<file path="config.mk">
export PLATFORM = sky130hd
export DESIGN_NAME = mem_stage_ctrl
export DESIGN_NICKNAME = d
export VERILOG_FILES = /design/src/rtl/riscv_pipe_pkg.sv /design/src/rtl/sat_counter.sv /design/src/rtl/mem_stage_ctrl.sv
export SDC_FILE = /design/constraint.sdc
export NUM_CORES = 1
export LEC_CHECK = 0
export ABC_CLOCK_PERIOD_IN_PS = 5800
export BUFFER_PORTS_ARGS = -buffer_cell sky130_fd_sc_hd__buf_2
export CORE_MARGIN = 2
export CORE_UTILIZATION = 46
export DETAILED_ROUTE_END_ITERATION = 16
export PLACE_DENSITY = 0.93
export SYNTH_ARGS = -nofsm -noshare
export SYNTH_HDL_FRONTEND = slang
export SYNTH_SLANG_ARGS = --single-unit
</file>
<file path="constraint.sdc">
create_clock -name clk -period 5.8 [get_ports clk]
set_input_delay 0.29 -clock clk [delete_from_list [all_inputs] [get_ports clk]]
set_output_delay 0.29 -clock clk [all_outputs]
set_load 0.005 [all_outputs]
</file>
<file path="src/rtl/riscv_pipe_pkg.sv">
// Shared MEM-stage types: FSM state encoding and the
// ResultSrc code that marks a load.
package riscv_pipe_pkg;

  typedef enum logic [1:0] {
    IDLE = 2'd0,
    WAIT = 2'd1,
    ERR  = 2'd2
  } mem_state_t;

  localparam logic [1:0] RESULTSRC_MEM = 2'b01;

endpackage

</file>
<file path="src/rtl/sat_counter.sv">
// Saturating up-counter with enable and synchronous clear.
// Ports: clk, reset (sync, active-low), clr, en, q (count value).
module sat_counter #(
  parameter int W = 8
) (
  input  logic         clk,
  input  logic         reset,
  input  logic         clr,
  input  logic         en,
  output logic [W-1:0] q
);

  always_ff @(posedge clk) begin
    if (!reset || clr) begin
      q <= '0;
    end else if (en && (q != '1)) begin
      q <= q + W'(1);
    end
  end

endmodule

</file>
<file path="src/rtl/mem_stage_ctrl.sv">
// MEM-stage req/ack sequencer with pipeline stall, bubble injection
// and a saturating stall-cycle counter.
// Ports: clk, reset (sync, active-low); EX/MEM inputs MemWriteM,
// ResultSrcM, ALUResultM, WriteDataM; memory side mem_req/we/addr/
// wdata/ack/rdata; pipeline side ReadDataM, StallMem, FlushW;
// status stall_cnt, mem_err.
// Optional macro MEM_TIMEOUT_EN: abort a request after
// TIMEOUT_CYCLES cycles in WAIT and raise sticky mem_err.
module mem_stage_ctrl
  import riscv_pipe_pkg::*;
#(
  parameter int TIMEOUT_CYCLES = 255,
  parameter int CNT_W          = 8
) (
  input  logic        clk,
  input  logic        reset,
  input  logic        MemWriteM,
  input  logic [1:0]  ResultSrcM,
  input  logic [31:0] ALUResultM,
  input  logic [31:0] WriteDataM,
  output logic        mem_req,
  output logic        mem_we,
  output logic [31:0] mem_addr,
  output logic [31:0] mem_wdata,
  input  logic        mem_ack,
  input  logic [31:0] mem_rdata,
  output logic [31:0] ReadDataM,
  output logic        StallMem,
  output logic        FlushW,
  output logic [31:0] stall_cnt,
  output logic        mem_err
);

  if (TIMEOUT_CYCLES >= (1 << CNT_W)) begin : g_bad_cfg
    $error("TIMEOUT_CYCLES does not fit in CNT_W bits");
  end

  mem_state_t  state;
  mem_state_t  state_nx;
  logic        access;
  logic        timeout;
  logic        abort;
  logic [31:0] rdata_q;

  assign access    = MemWriteM | (ResultSrcM == RESULTSRC_MEM);
  assign mem_we    = MemWriteM;
  assign mem_addr  = ALUResultM;
  assign mem_wdata = WriteDataM;

  // Reset kills the request at once, even mid-transaction.
  assign mem_req  = reset &
                    (((state == IDLE) & access) | (state == WAIT));
  assign StallMem = mem_req & ~mem_ack;
  assign FlushW   = StallMem | abort;

  assign ReadDataM = mem_ack ? mem_rdata : rdata_q;

  always_comb begin
    state_nx = state;
    case (state)
      IDLE:    if (access && !mem_ack) state_nx = WAIT;
      WAIT: begin
        if (mem_ack)      state_nx = IDLE;
        else if (timeout) state_nx = ERR;
      end
      ERR:     state_nx = IDLE;
      default: state_nx = IDLE;
    endcase
  end

  always_ff @(posedge clk) begin
    if (!reset) begin
      state   <= IDLE;
      rdata_q <= '0;
    end else begin
      state <= state_nx;
      if (mem_req && mem_ack && !mem_we) begin
        rdata_q <= mem_rdata;
      end
    end
  end

  sat_counter #(.W(32)) u_stall_cnt (
    .clk   (clk),
    .reset (reset),
    .clr   (1'b0),
    .en    (StallMem),
    .q     (stall_cnt)
  );

`ifdef MEM_TIMEOUT_EN
  logic [CNT_W-1:0] tcnt;

  // tcnt holds WAIT cycles already spent, so the last allowed
  // WAIT cycle is the one seeing TIMEOUT_CYCLES-1.
  assign timeout = (state == WAIT) & ~mem_ack &
                   (tcnt == CNT_W'(TIMEOUT_CYCLES - 1));
  // The ERR cycle lets EX/MEM advance while the bubble drops it.
  assign abort   = reset & (state == ERR);

  sat_counter #(.W(CNT_W)) u_tcnt (
    .clk   (clk),
    .reset (reset),
    .clr   (state_nx == IDLE),
    .en    (state == WAIT),
    .q     (tcnt)
  );

  always_ff @(posedge clk) begin
    if (!reset) begin
      mem_err <= 1'b0;
    end else if (timeout) begin
      mem_err <= 1'b1;
    end
  end
`else
  assign timeout = 1'b0;
  assign abort   = 1'b0;
  assign mem_err = 1'b0;
`endif

endmodule

</file>
---- Word-level counts from Yosys, hierarchy flattened ----
Cells that the tools add are included.
cells by class
  equality and inequality tests ........... 5
  reduce and logical (&&, ||, !) cells .... 8
  bitwise operators ....................... 6
  add/subtract/negate cells ............... 1
  multiplexer cells ....................... 4
operators by type and width
  kind                                                                      count
  32-bit by 1-bit adder with 32-bit output (second input constant)          1
  32-bit two-way mux                                                        1
  32-bit inequality test (second input constant)                            1
  2-bit by 1-bit equality test with 1-bit output (second input constant)    2
  1-bit logical AND                                                         4
  2-bit two-way mux                                                         2
  2-bit case mux with 2 select lines                                        1
  1-bit AND                                                                 3
  1-bit logical NOT                                                         2
  2-bit logical NOT                                                         1
  2-bit by 1-bit inequality test with 1-bit output (second input constant)  1
  2-bit inequality test (second input constant)                             1
  1-bit bitwise OR                                                          2
  2-bit AND reduction                                                       1
  1-bit inverter                                                            1
storage, ports and cells
  register bits ........................... 66
  word-level logic and storage cells ...... 27

---- Longest topological paths before layout ----
Gate-level depths: netlist of run 1.
  word-level depth ........................ 7
  gate-level depth with buffers ........... 8

---- Cells and area by module ----
Synthesis of run 1 repeated with hierarchy kept, for this count alone.
unflattened totals
  cells, all modules ...................... 441
  area total of the unflattened synthesis .. 3907.5 um2
by module, submodules not included
  module          cells each  area an instance (um2)  times used
  mem_stage_ctrl  246         2239.6                  1
  sat_counter     195         1667.8                  1

---- Worst setup path before layout of run 1 ----
OpenSTA, ideal clock, no wires.
  path kind ............................... register -> register
  from .................................... register u_stall_cnt.q[0]
  to ...................................... register u_stall_cnt.q[30]
  arrival ................................. 1.786 ns
  buffers on the path ..................... 1
  required time ........................... 5.682 ns
  path slack .............................. 3.896 ns
  cell stages (with the launch flop) ...... 7
  cell sequence ........................... dfxtp_1 > ha_1 > nand3_1 > or3_1 > buf_4 > or4_4 > mux2i_1
between the ends
  cells in the longest elaborated chain, start to end .. 2
  elaborated cells on any way between the ends .. 3
  those cells by class .................... add/sub (1); eq/ne (1); reduce/logical (1)
ends and longest elaborated chain
  what                                                                              RTL line           RTL
  start: declaration                                                                sat_counter.sv:10  output logic [W-1:0] q
  start signal: assignment                                                          sat_counter.sv:17  q <= q + W'(1);
  branches (longest 2 deep; another with 32-bit by 1-bit adder with 32-bit output)  -
Parallel ways; which one is timed is not known.
A chain may end at the register's enable or synchronous reset.

---- Final worst setup path of run 1 ----
  from .................................... input reset
  to ...................................... register rdata_q[19]
between the ends
  cells in the longest elaborated chain, start to end .. 3
ends and longest elaborated chain
  what                             RTL line              RTL
  start: declaration               mem_stage_ctrl.sv:16  input logic reset,
  1-bit AND                        mem_stage_ctrl.sv:51  assign mem_req = reset &
  1-bit logical AND (2 in series)  mem_stage_ctrl.sv:77  if (mem_req && mem_ack && !mem_we) begin
  end signal: assignment           mem_stage_ctrl.sv:78  rdata_q <= mem_rdata;
  end: declaration                 mem_stage_ctrl.sv:43  logic [31:0] rdata_q;
Parallel ways exist; a longest one is shown, timed or not.

==> flow_summary.toml, run 1 <==
[power_and_ir_drop]
powerDensity_mw_per_mm2 = 233
power_frac_seq = 0.498
internal_power_uw = 704
power_frac_comb = 0.093
clockPowerShare = 0.409
peakVddDrop_uv = 135
p_sw_frac = 0.236
power.leakage_nw = 1.62
p_sw_uw = 217

[synth]
synth-seq-cells = 65
syn_avg_cell_area_um2 = 8.28
ys.flop_type = "dfxtp_1"
syn_area_mm2 = 0.00371
yosys.area.top_type = "dfxtp_1"
yosys-top-cells-area = "dfxtp_1, buf_4, mux2_2"
yosysMostFrequentCell = "nand2_1"
synth.distinct_cells = 44
synthCells = 448
synthesis.nets = 551
yosysWarnings = 0
synth_top_cell_area_share = 0.351
synth_edf_count = 0
synth-seq-area-share = 0.351
ys_top_cells_by_count = "nand2_1, buf_4, dfxtp_1"
ys_async_sr_fraction = 0

[die]
die_width_um = 93.8
placement_rows = 32
die-area_mm2 = 0.00879
start_util = 0.477
core_area_mm2 = 0.00777
pin_count = 235
die_y_um = 93.8

[run]
maxCapViolCount = 0

[cells_and_area]
area_delta_synth_final_pct = 6.55
diodes = 0
drive_gt1_frac = 0.342
final_net_count = 578

[global_routing]
grt_use_total = 0.189
grt_remaining_overflow = 0
grt_pass1_wl_um = 13400
antenna_found_initial = 0
grt_max_degree = 55
grt_pass1_vias = 2876

[routing]
final_antenna_net_count = 0
drtPass1Iterations = 5
met3_length_um = 777
drc = 0
wl_per_cell_um = 14.8
wirelength_um = 8590
vias = 3189
route.met2.wl_um = 4280
m1WireLength_um = 3290
viasPerCell = 5.48
topRoutingLayerUsed = "met4"
drtIter0Drc = 216

[clock_network]
hold_buffers = 0
root_buffer = "clkbuf_8"
clock_sinks = 65
cts-resized-gates = 0
clock_latency_ps = 330
cts_buffers = 9
cts_setup_buffers = 0
clk_pin_slew_ps = 70
cts_tree = "built"
clockBufferDepth = 2
htree_levels = 3

[placed_design]
place_hpwl_um = 6360
io_buffers = 105
place.gp.congestion = 0.874
pre_cts_ws_ps = 3090

[sta]
hold_violations = 0
rsz0062_at_grt = "false"
period_minus_slack_ps = 2420
clock_skew_ps = 8.97
period_share = 0.417
drv_slew = 0
worst-slew-pin-transition_ps = 1180
setup_viol_count_final = 0
relSlewSlack = 0.213
timing.fmax_mhz = 414
setup_tns_ps = 0
fin_ws_ps = 3380

[outcome]
status = "completed"

[worst_setup_path]
r2r_slack_ps = 3480
path_class = "primary input to flip-flop"
cpPeakStageDelay_ps = 840
cp_top_family = "simple AND/OR/NAND/NOR gates"
cp_max_fo = 54
critical_path.cell_chain = "buf_2, inv_2, a21oi_1, nand3b_1, nand2_1, a21oi_1"
crit_path_frequent_cell = "a21oi_1"
crit_buf_inv = 2
cp-end-kind = "flip-flop"
cp_slowest_cell = "nand3b_1"
startpoint_type = "primary input"
cp.required_ps = 5970
arrival_ps = 2590

[worst_hold_path]
hold_class = "primary input to flip-flop"
worst min-delay path, cell delays in order:
cell and delay (ps):
buf_2 100, nand2_1 50, a21oi_1 50
sequential cells by signal (all words and copies together), names as in the netlist:
name	cells
rdata_q	32
u_stall_cnt.q	32
state	1
cell families after synthesis:
group,count (synthesis),synth area share
AO/OA/AOI/OAI,78,0.129
multiplexers,38,0.113
AND/OR/NAND/NOR,166,0.220
other,1,0.00101
XOR/XNOR,6,0.0142
flip-flops,65,0.351
adder cells (fa/ha/maj),1,0.00337
buffers and inverters,93,0.168
placed cells by master, fill, tap and decap left out, types with 3 or more instances in the layout:
| master | synthesis | layout |
|---|---|---|
| nor3_1 | 6 | 6 |
| dfxtp_1 | 65 | 65 |
| a21oi_1 | 48 | 48 |
| nand4_1 | 5 | 5 |
| nor2_1 | 11 | 11 |
| nand2b_1 | 5 | 5 |
| o21ai_0 | 11 | 11 |
| mux2_2 | 32 | 32 |
| xnor2_1 | 5 | 5 |
| inv_1 | 3 | 3 |
| or3_1 | 10 | 10 |
| mux2i_1 | 6 | 6 |
| nand3_1 | 14 | 14 |
| clkbuf_8 | 0 | 10 |
| nand4_2 | 3 | 3 |
| o31ai_1 | 6 | 6 |
| buf_2 | 2 | 105 |
| or4_1 | 7 | 7 |
| nand2_1 | 89 | 89 |
layout make-up:
type,instances,area [um2]
fillers,753,3820
multi-input cells,290,1780
flip-flops and latches,65,1300
repair buffers,105,526
clock buffers,11,141
well taps,102,128
clock inverters,5,55.1
inverters,4,15.0
power by group through the flow:
stage               Sequential, mW  Clock (mW)  Combinational [mW]
detailed placement           0.469           0              0.0865
CTS                          0.459       0.388              0.0871
global placement             0.469           0              0.0842
global route                 0.460       0.405              0.0964
finish                       0.459       0.377              0.0860
floorplan                    0.468           0              0.0879
metal layers:
metal  up-vias  GRT usage
met2       171      0.318
met5         -          0
met4         0     0.0870
li1       1544          -
met1      1435      0.228
met3        39     0.0441
path summary, 6_finish.rpt:
path / endpoint / cells after the start / start
worst max-delay path: rdata_q[19] / 6 / reset
worst max register to register: u_stall_cnt.q[29] / 6 / u_stall_cnt.q[0]
worst min-delay path: rdata_q[25] / 3 / mem_rdata[25]
worst min register to register: rdata_q[16] / 2 / rdata_q[16]
metrics by stage:
step                      utilization  area, um2  cells  total power [mW]  hold WS (ps)
after CTS                       0.509       3950    582             0.934           184
after detailed placement        0.483       3750    566             0.556           446
after global placement          0.483       3750    566             0.553           441
final                           0.509       3950    582             0.922           203
after floorplan                     -       3710    448             0.556           426
after global routing            0.509       3950    582             0.961           193
(Power assumes the default switching activity.)
==> run 2, diff against run 1 <==
--- a/config.mk
+++ b/config.mk
@@ -5,12 +5,12 @@
 export SDC_FILE = /design/constraint.sdc
 export NUM_CORES = 1
 export LEC_CHECK = 0
-export ABC_CLOCK_PERIOD_IN_PS = 5800
+export ABC_CLOCK_PERIOD_IN_PS = 2300
 export BUFFER_PORTS_ARGS = -buffer_cell sky130_fd_sc_hd__buf_2
 export CORE_MARGIN = 2
-export CORE_UTILIZATION = 46
+export CORE_UTILIZATION = 43
 export DETAILED_ROUTE_END_ITERATION = 16
-export PLACE_DENSITY = 0.93
+export PLACE_DENSITY = 0.88
 export SYNTH_ARGS = -nofsm -noshare
 export SYNTH_HDL_FRONTEND = slang
 export SYNTH_SLANG_ARGS = --single-unit
==> constraint.sdc (replaced) <==
create_clock -name clk -period 2.3 [get_ports clk]
set_input_delay 0.115 -clock clk [delete_from_list [all_inputs] [get_ports clk]]
set_output_delay 0.115 -clock clk [all_outputs]
set_load 0.005 [all_outputs]
==> run 2 against run 1 <==
  * Clock skew increased by 2.5 ps
  * Design area increased by 3.6%
  * Sequential power increased to 2.5 times the previous value
  * Sequential share of layout area decreased by 1.1 points
==> flow_summary.toml, run 2 (same netlist as run 1, synthesis figures left out) <==
[placed_design]
dp_cells = 580
pre_cts_ws_ps = 100
io_buffers = 105
placed_area_mm2 = 0.00384
place_hpwl_um = 6680
place.gp.congestion = 0.946

[clock_network]
cts_buffers = 9
cts_tree = "built"
clk_pin_slew_ps = 80
clock_sinks = 65
root_buffer = "clkbuf_8"
clockBufferDepth = 2
hold_buffers = 0
htree_levels = 3
clock_latency_ps = 350

[cells_and_area]
area_delta_synth_final_pct = 10.4
fin_util = 0.493
drive_gt1_frac = 0.361
final_net_count = 591
n_fill_cell = 805
design_area_mm2 = 0.00409
layout_commonest_cell = "buf_2"
layout_common_cells = "buf_2, nand2_1, dfxtp_1, a21oi_1, mux2_2"
diodes = 0
post_layout_nonfiller_instances = 598
top_regs = "rdata_q: 32 flops, u_stall_cnt.q: 32 flops, state: 1 flops"

[worst_setup_path]
cp_max_fo = 16
timing.rr.end = "u_stall_cnt.q[5]"
rr_worst_depth = 7
cp.required_ps = 2550
r2r_slack_ps = 180
rr_startpoint = "u_stall_cnt.q[0]"
startpoint_type = "flip-flop"
arrival_ps = 2380
path_class = "flip-flop to flip-flop"
cp-end-kind = "flip-flop"

[power_and_ir_drop]
peakVddDrop_uv = 299
finalPower_mw = 2.38
power.leakage_nw = 1.71
powerDensity_mw_per_mm2 = 583

[sta]
relSlewSlack = 0.622
rsz0062_at_grt = "false"
period_minus_slack_ps = 2120
period_share = 0.923
drv_slew = 0
fin_ws_ps = 176
timing.fmax_mhz = 471
worst-slew-pin-transition_ps = 566
clock_skew_ps = 11.4
setup_viol_count_final = 0
hold_violations = 0
setup_tns_ps = 0
hold_ws_ps = 11.6

[routing]
vias = 3294
drtIter0Drc = 189
final_antenna_net_count = 0
drc = 0
viasPerCell = 5.51
wirelength_um = 9190
drtPass1Iterations = 5
wl_per_cell_um = 15.4

[worst_hold_path]
hold_start = "mem_rdata[12]"
whs_path_depth = 3
hold_path_end = "rdata_q[12]"
hold_class = "primary input to flip-flop"

[global_routing]
grt_remaining_overflow = 0
grt_max_degree = 54
antenna_found_initial = 0
grt_pass1_vias = 3240
grt_pass1_wl_um = 14900
grt_use_total = 0.190

[die]
placement_rows = 33
pin_count = 235
core_area_mm2 = 0.00830
die_y_um = 96.9
die-area_mm2 = 0.00938
die_width_um = 96.9
start_util = 0.447

[run]
maxCapViolCount = 0

[outcome]
status = "completed"
-- run 2: changes by cell type in the layout (fill, tap and decap cells not counted), moves of 2 or more --
cell and change:
buf_4 +11, clkinv_4 +3, buf_12 +2, clkinv_2 -2
-- run 2: repair_timing --
item                                    in CTS  in global routing
endpoints found under the setup margin       0                 18
endpoints found under the hold margin        0                  0
buffers inserted                             0                  2
resized for setup                            0                  1
-- run 2: metal layers --
| layer | global-route usage | share of wire | vias to the layer above |
|---|---|---|---|
| met2 | 0.322 | 0.49 | 170 |
| met3 | 0.0549 | 0.082 | 51 |
| met1 | 0.211 | 0.39 | 1502 |
| li1 | - | - | 1571 |
| met5 | 0 | 0 | - |
| met4 | 0.114 | 0.038 | 0 |
-- run 2: area by class of cell --
| type | instances | area, um2 | share of cell area |
|---|---|---|---|
| clock buffers | 9 | 124 | 0.0303 |
| multi-input cells | 290 | 1790 | 0.438 |
| clock inverters | 7 | 80.1 | 0.0196 |
| repair buffers | 118 | 648 | 0.158 |
| inverters | 4 | 15.0 | 0.00367 |
| flip-flops and latches | 65 | 1300 | 0.318 |
| well taps | 105 | 131 | 0.0321 |
-- run 2: how the worst max path moves through the flow --
| stage | startpoint | endpoint | slack (ps) | depth (start not counted) |
|---|---|---|---|---|
| final | u_stall_cnt.q[0] | u_stall_cnt.q[5] | 180 | 7 |
| after global routing | u_stall_cnt.q[0] | u_stall_cnt.q[13] | 3 | 7 |
| after detailed placement | u_stall_cnt.q[0] | u_stall_cnt.q[5] | 100 | 6 |
| after floorplan | u_stall_cnt.q[0] | u_stall_cnt.q[30] | 400 | 6 |
| after CTS | u_stall_cnt.q[0] | u_stall_cnt.q[3] | 70 | 6 |
| after global placement | u_stall_cnt.q[0] | u_stall_cnt.q[3] | 210 | 6 |
-- run 2: where the power goes --
| part | internal (mW) | switching, mW |
|---|---|---|
| Combinational | 0.114 | 0.120 |
| Sequential | 1.14 | 0.0118 |
| Clock | 0.509 | 0.485 |
| Total | 1.77 | 0.617 |
-- run 2: worst max-delay path, stage by stage (launching register included) --
cell,delay (ps)
dfxtp_1,400
ha_1,240
nand3_1,130
or3_1,510
o31ai_4,350
buf_12,170
o311ai_0,140
o41ai_1,90
==> run 3, diff against run 2 <==
--- a/config.mk
+++ b/config.mk
@@ -5,10 +5,11 @@
 export SDC_FILE = /design/constraint.sdc
 export NUM_CORES = 1
 export LEC_CHECK = 0
+export ABC_AREA = 1
 export ABC_CLOCK_PERIOD_IN_PS = 2300
 export BUFFER_PORTS_ARGS = -buffer_cell sky130_fd_sc_hd__buf_2
 export CORE_MARGIN = 2
-export CORE_UTILIZATION = 43
+export CORE_UTILIZATION = 44
 export DETAILED_ROUTE_END_ITERATION = 16
 export PLACE_DENSITY = 0.88
 export SYNTH_ARGS = -nofsm -noshare
==> run 3 against run 2 <==
  * Critical path depth rose by 3
  * Synthesized cell count rose by 37%
  * Via count rose by 15%
  * Clock skew fell by 2.9 ps
  * Utilization fell by 0.68 points
  * Sequential power barely moved
  * Critical path type unchanged
  * Critical endpoint is now u_stall_cnt.q[15]
==> flow_summary.toml, run 3 <==
[global_routing]
antenna_found_initial = 0
grt_max_degree = 65
grt_pass1_vias = 3332
grt_use_total = 0.183
grt_pass1_wl_um = 14800
grt_remaining_overflow = 0

[worst_setup_path]
rr_startpoint = "u_stall_cnt.q[0]"
startpoint_type = "flip-flop"
cp-end-kind = "flip-flop"
timing.rr.end = "u_stall_cnt.q[15]"
cp_top_family = "simple AND/OR/NAND/NOR gates"
cp_max_fo = 18
crit_buf_inv = 1
crit_path_frequent_cell = "nand2_1"
r2r_slack_ps = 480
cp_slowest_cell = "dfxtp_1"
arrival_ps = 2060
path_depth = 10
critical_path.cell_chain = "ha_1, nand2_1, nor2_4, nand2_1, nor2_2, nand2_4, nand2_1, inv_2, a21oi_1, nor2_1"
rr_worst_depth = 10
cpPeakStageDelay_ps = 390
path_class = "flip-flop to flip-flop"
cp.required_ps = 2540
cp-endpoint = "u_stall_cnt.q[15]"
critPathLaunch = "u_stall_cnt.q[0]"

[synth]
ys.flop_type = "dfxtp_1"
syn_avg_cell_area_um2 = 6.47
synthesis.nets = 715
syn_area_mm2 = 0.00396
synthCells = 612
synth-seq-area-share = 0.329
synth_top_cell_area_share = 0.329
ys_top_cells_by_count = "nand2_1, nor2_1, o21ai_0"
synth_edf_count = 0
yosysWarnings = 0
yosys.area.top_type = "dfxtp_1"
yosysMostFrequentCell = "nand2_1"
synth-seq-cells = 65
ys_async_sr_fraction = 0
yosys-top-cells-area = "dfxtp_1, buf_4, nand2_1"
synth.distinct_cells = 27

[power_and_ir_drop]
power_frac_seq = 0.490
internal_power_mw = 1.80
clockPowerShare = 0.414
powerDensity_mw_per_mm2 = 560
peakVddDrop_uv = 313
p_sw_frac = 0.242
p_sw_uw = 576
power_frac_comb = 0.096
power.leakage_nw = 1.85

[cells_and_area]
final_net_count = 746
diodes = 0
post_layout_nonfiller_instances = 755
area_delta_synth_final_pct = 7.18
n_fill_cell = 862
top_regs = "rdata_q: 32 flops, u_stall_cnt.q: 32 flops, state: 1 flops"
layout_common_cells = "nand2_1, buf_2, nor2_1, o21ai_0, dfxtp_1"
drive_gt1_frac = 0.227
design_area_mm2 = 0.00424
layout_commonest_cell = "nand2_1"

[worst_hold_path]
hold_class = "primary input to flip-flop"
hold_start = "mem_rdata[29]"

[placed_design]
io_buffers = 105
placed_area_mm2 = 0.00405
place.gp.congestion = 0.973
dp_cells = 740
place_hpwl_um = 6590

[clock_network]
hold_buffers = 0
cts_setup_buffers = 0
cts_tree = "built"
cts_buffers = 9
cts-resized-gates = 0
htree_levels = 3
clk_pin_slew_ps = 70
clock_latency_ps = 340
clock_sinks = 65
root_buffer = "clkbuf_8"
clockBufferDepth = 2

[routing]
wirelength_um = 8990
final_antenna_net_count = 0
drtIter0Drc = 179
wl_per_cell_um = 11.9
drtPass1Iterations = 4
vias = 3794
drc = 0
viasPerCell = 5.03

[outcome]
status = "completed"

[run]
maxCapViolCount = 0

[sta]
hold_violations = 0
rsz0062_at_grt = "false"
drv_slew = 0
clock_skew_ps = 8.56
timing.fmax_mhz = 550
period_minus_slack_ps = 1820
worst-slew-pin-transition_ps = 506
period_share = 0.791
setup_tns_ps = 0
relSlewSlack = 0.663
setup_viol_count_final = 0

[die]
start_util = 0.454
die-area_mm2 = 0.00977
placement_rows = 34
die_width_um = 98.8
pin_count = 235
die_y_um = 98.8
core_area_mm2 = 0.00872
[run 3: power by group through the flow]
stage / clock, mW / combinational, mW / sequential [mW]
2_1_floorplan: 0 / 0.222 / 1.19
3_3_place_gp: 0 / 0.227 / 1.19
3_5_place_dp: 0 / 0.228 / 1.19
4_1_cts: 1.01 / 0.230 / 1.16
5_1_grt: 1.05 / 0.264 / 1.17
6_report: 0.985 / 0.228 / 1.16
[run 3: layout make-up]
| cell class | count | area (um2) | share of cell area |
|---|---|---|---|
| flip-flops and latches | 65 | 1300 | 0.307 |
| well taps | 108 | 135 | 0.0319 |
| inverters | 64 | 240 | 0.0566 |
| repair buffers | 109 | 556 | 0.131 |
| clock buffers | 12 | 155 | 0.0366 |
| multi-input cells | 394 | 1810 | 0.428 |
| clock inverters | 3 | 40.0 | 0.00944 |
[run 3: cell families (layout without fill, tap and decap cells)]
logic type,after synthesis,count (layout),share of synthesized area
compound gates,122,122,0.155
xor+xnor,4,4,0.00885
fa+ha+maj,1,1,0.00316
buf+inv,153,188,0.213
flops,65,65,0.329
other cells,1,1,0.000948
simple gates,266,266,0.291
[run 3: per-layer routing]
metal,vias to the layer above,global-route usage,share of wire
met2,186,0.305,0.46
met3,23,0.0539,0.095
met5,-,0,0
met4,0,0.0780,0.022
li1,1929,-,-
met1,1656,0.220,0.43
[run 3: worst min-delay path, stage by stage]
cell	delay, ps
buf_2	80
o21ai_0	70
a21oi_1	100
[run 3: metrics by stage]
stage / utilization / hold WS (ps) / setup WS [ps] / total power, mW
2_1_floorplan: - / 308 / 715 / 1.41
4_1_cts: 0.486 / 53.7 / 474 / 2.40
3_5_place_dp: 0.464 / 230 / 488 / 1.42
3_3_place_gp: 0.464 / 230 / 531 / 1.41
5_1_grt: 0.486 / 78.7 / 319 / 2.48
6_report: 0.486 / 65.5 / 480 / 2.38
[run 3: worst min-delay path by stage]
stage / cells after the start / end / slack [ps]
2_1_floorplan: 2 / rdata_q[0] / 310
3_3_place_gp: 0 / mem_addr[10] / 230
3_5_place_dp: 0 / mem_addr[10] / 230
4_1_cts: 3 / rdata_q[21] / 50
5_1_grt: 3 / rdata_q[19] / 80
6_report: 3 / rdata_q[29] / 70
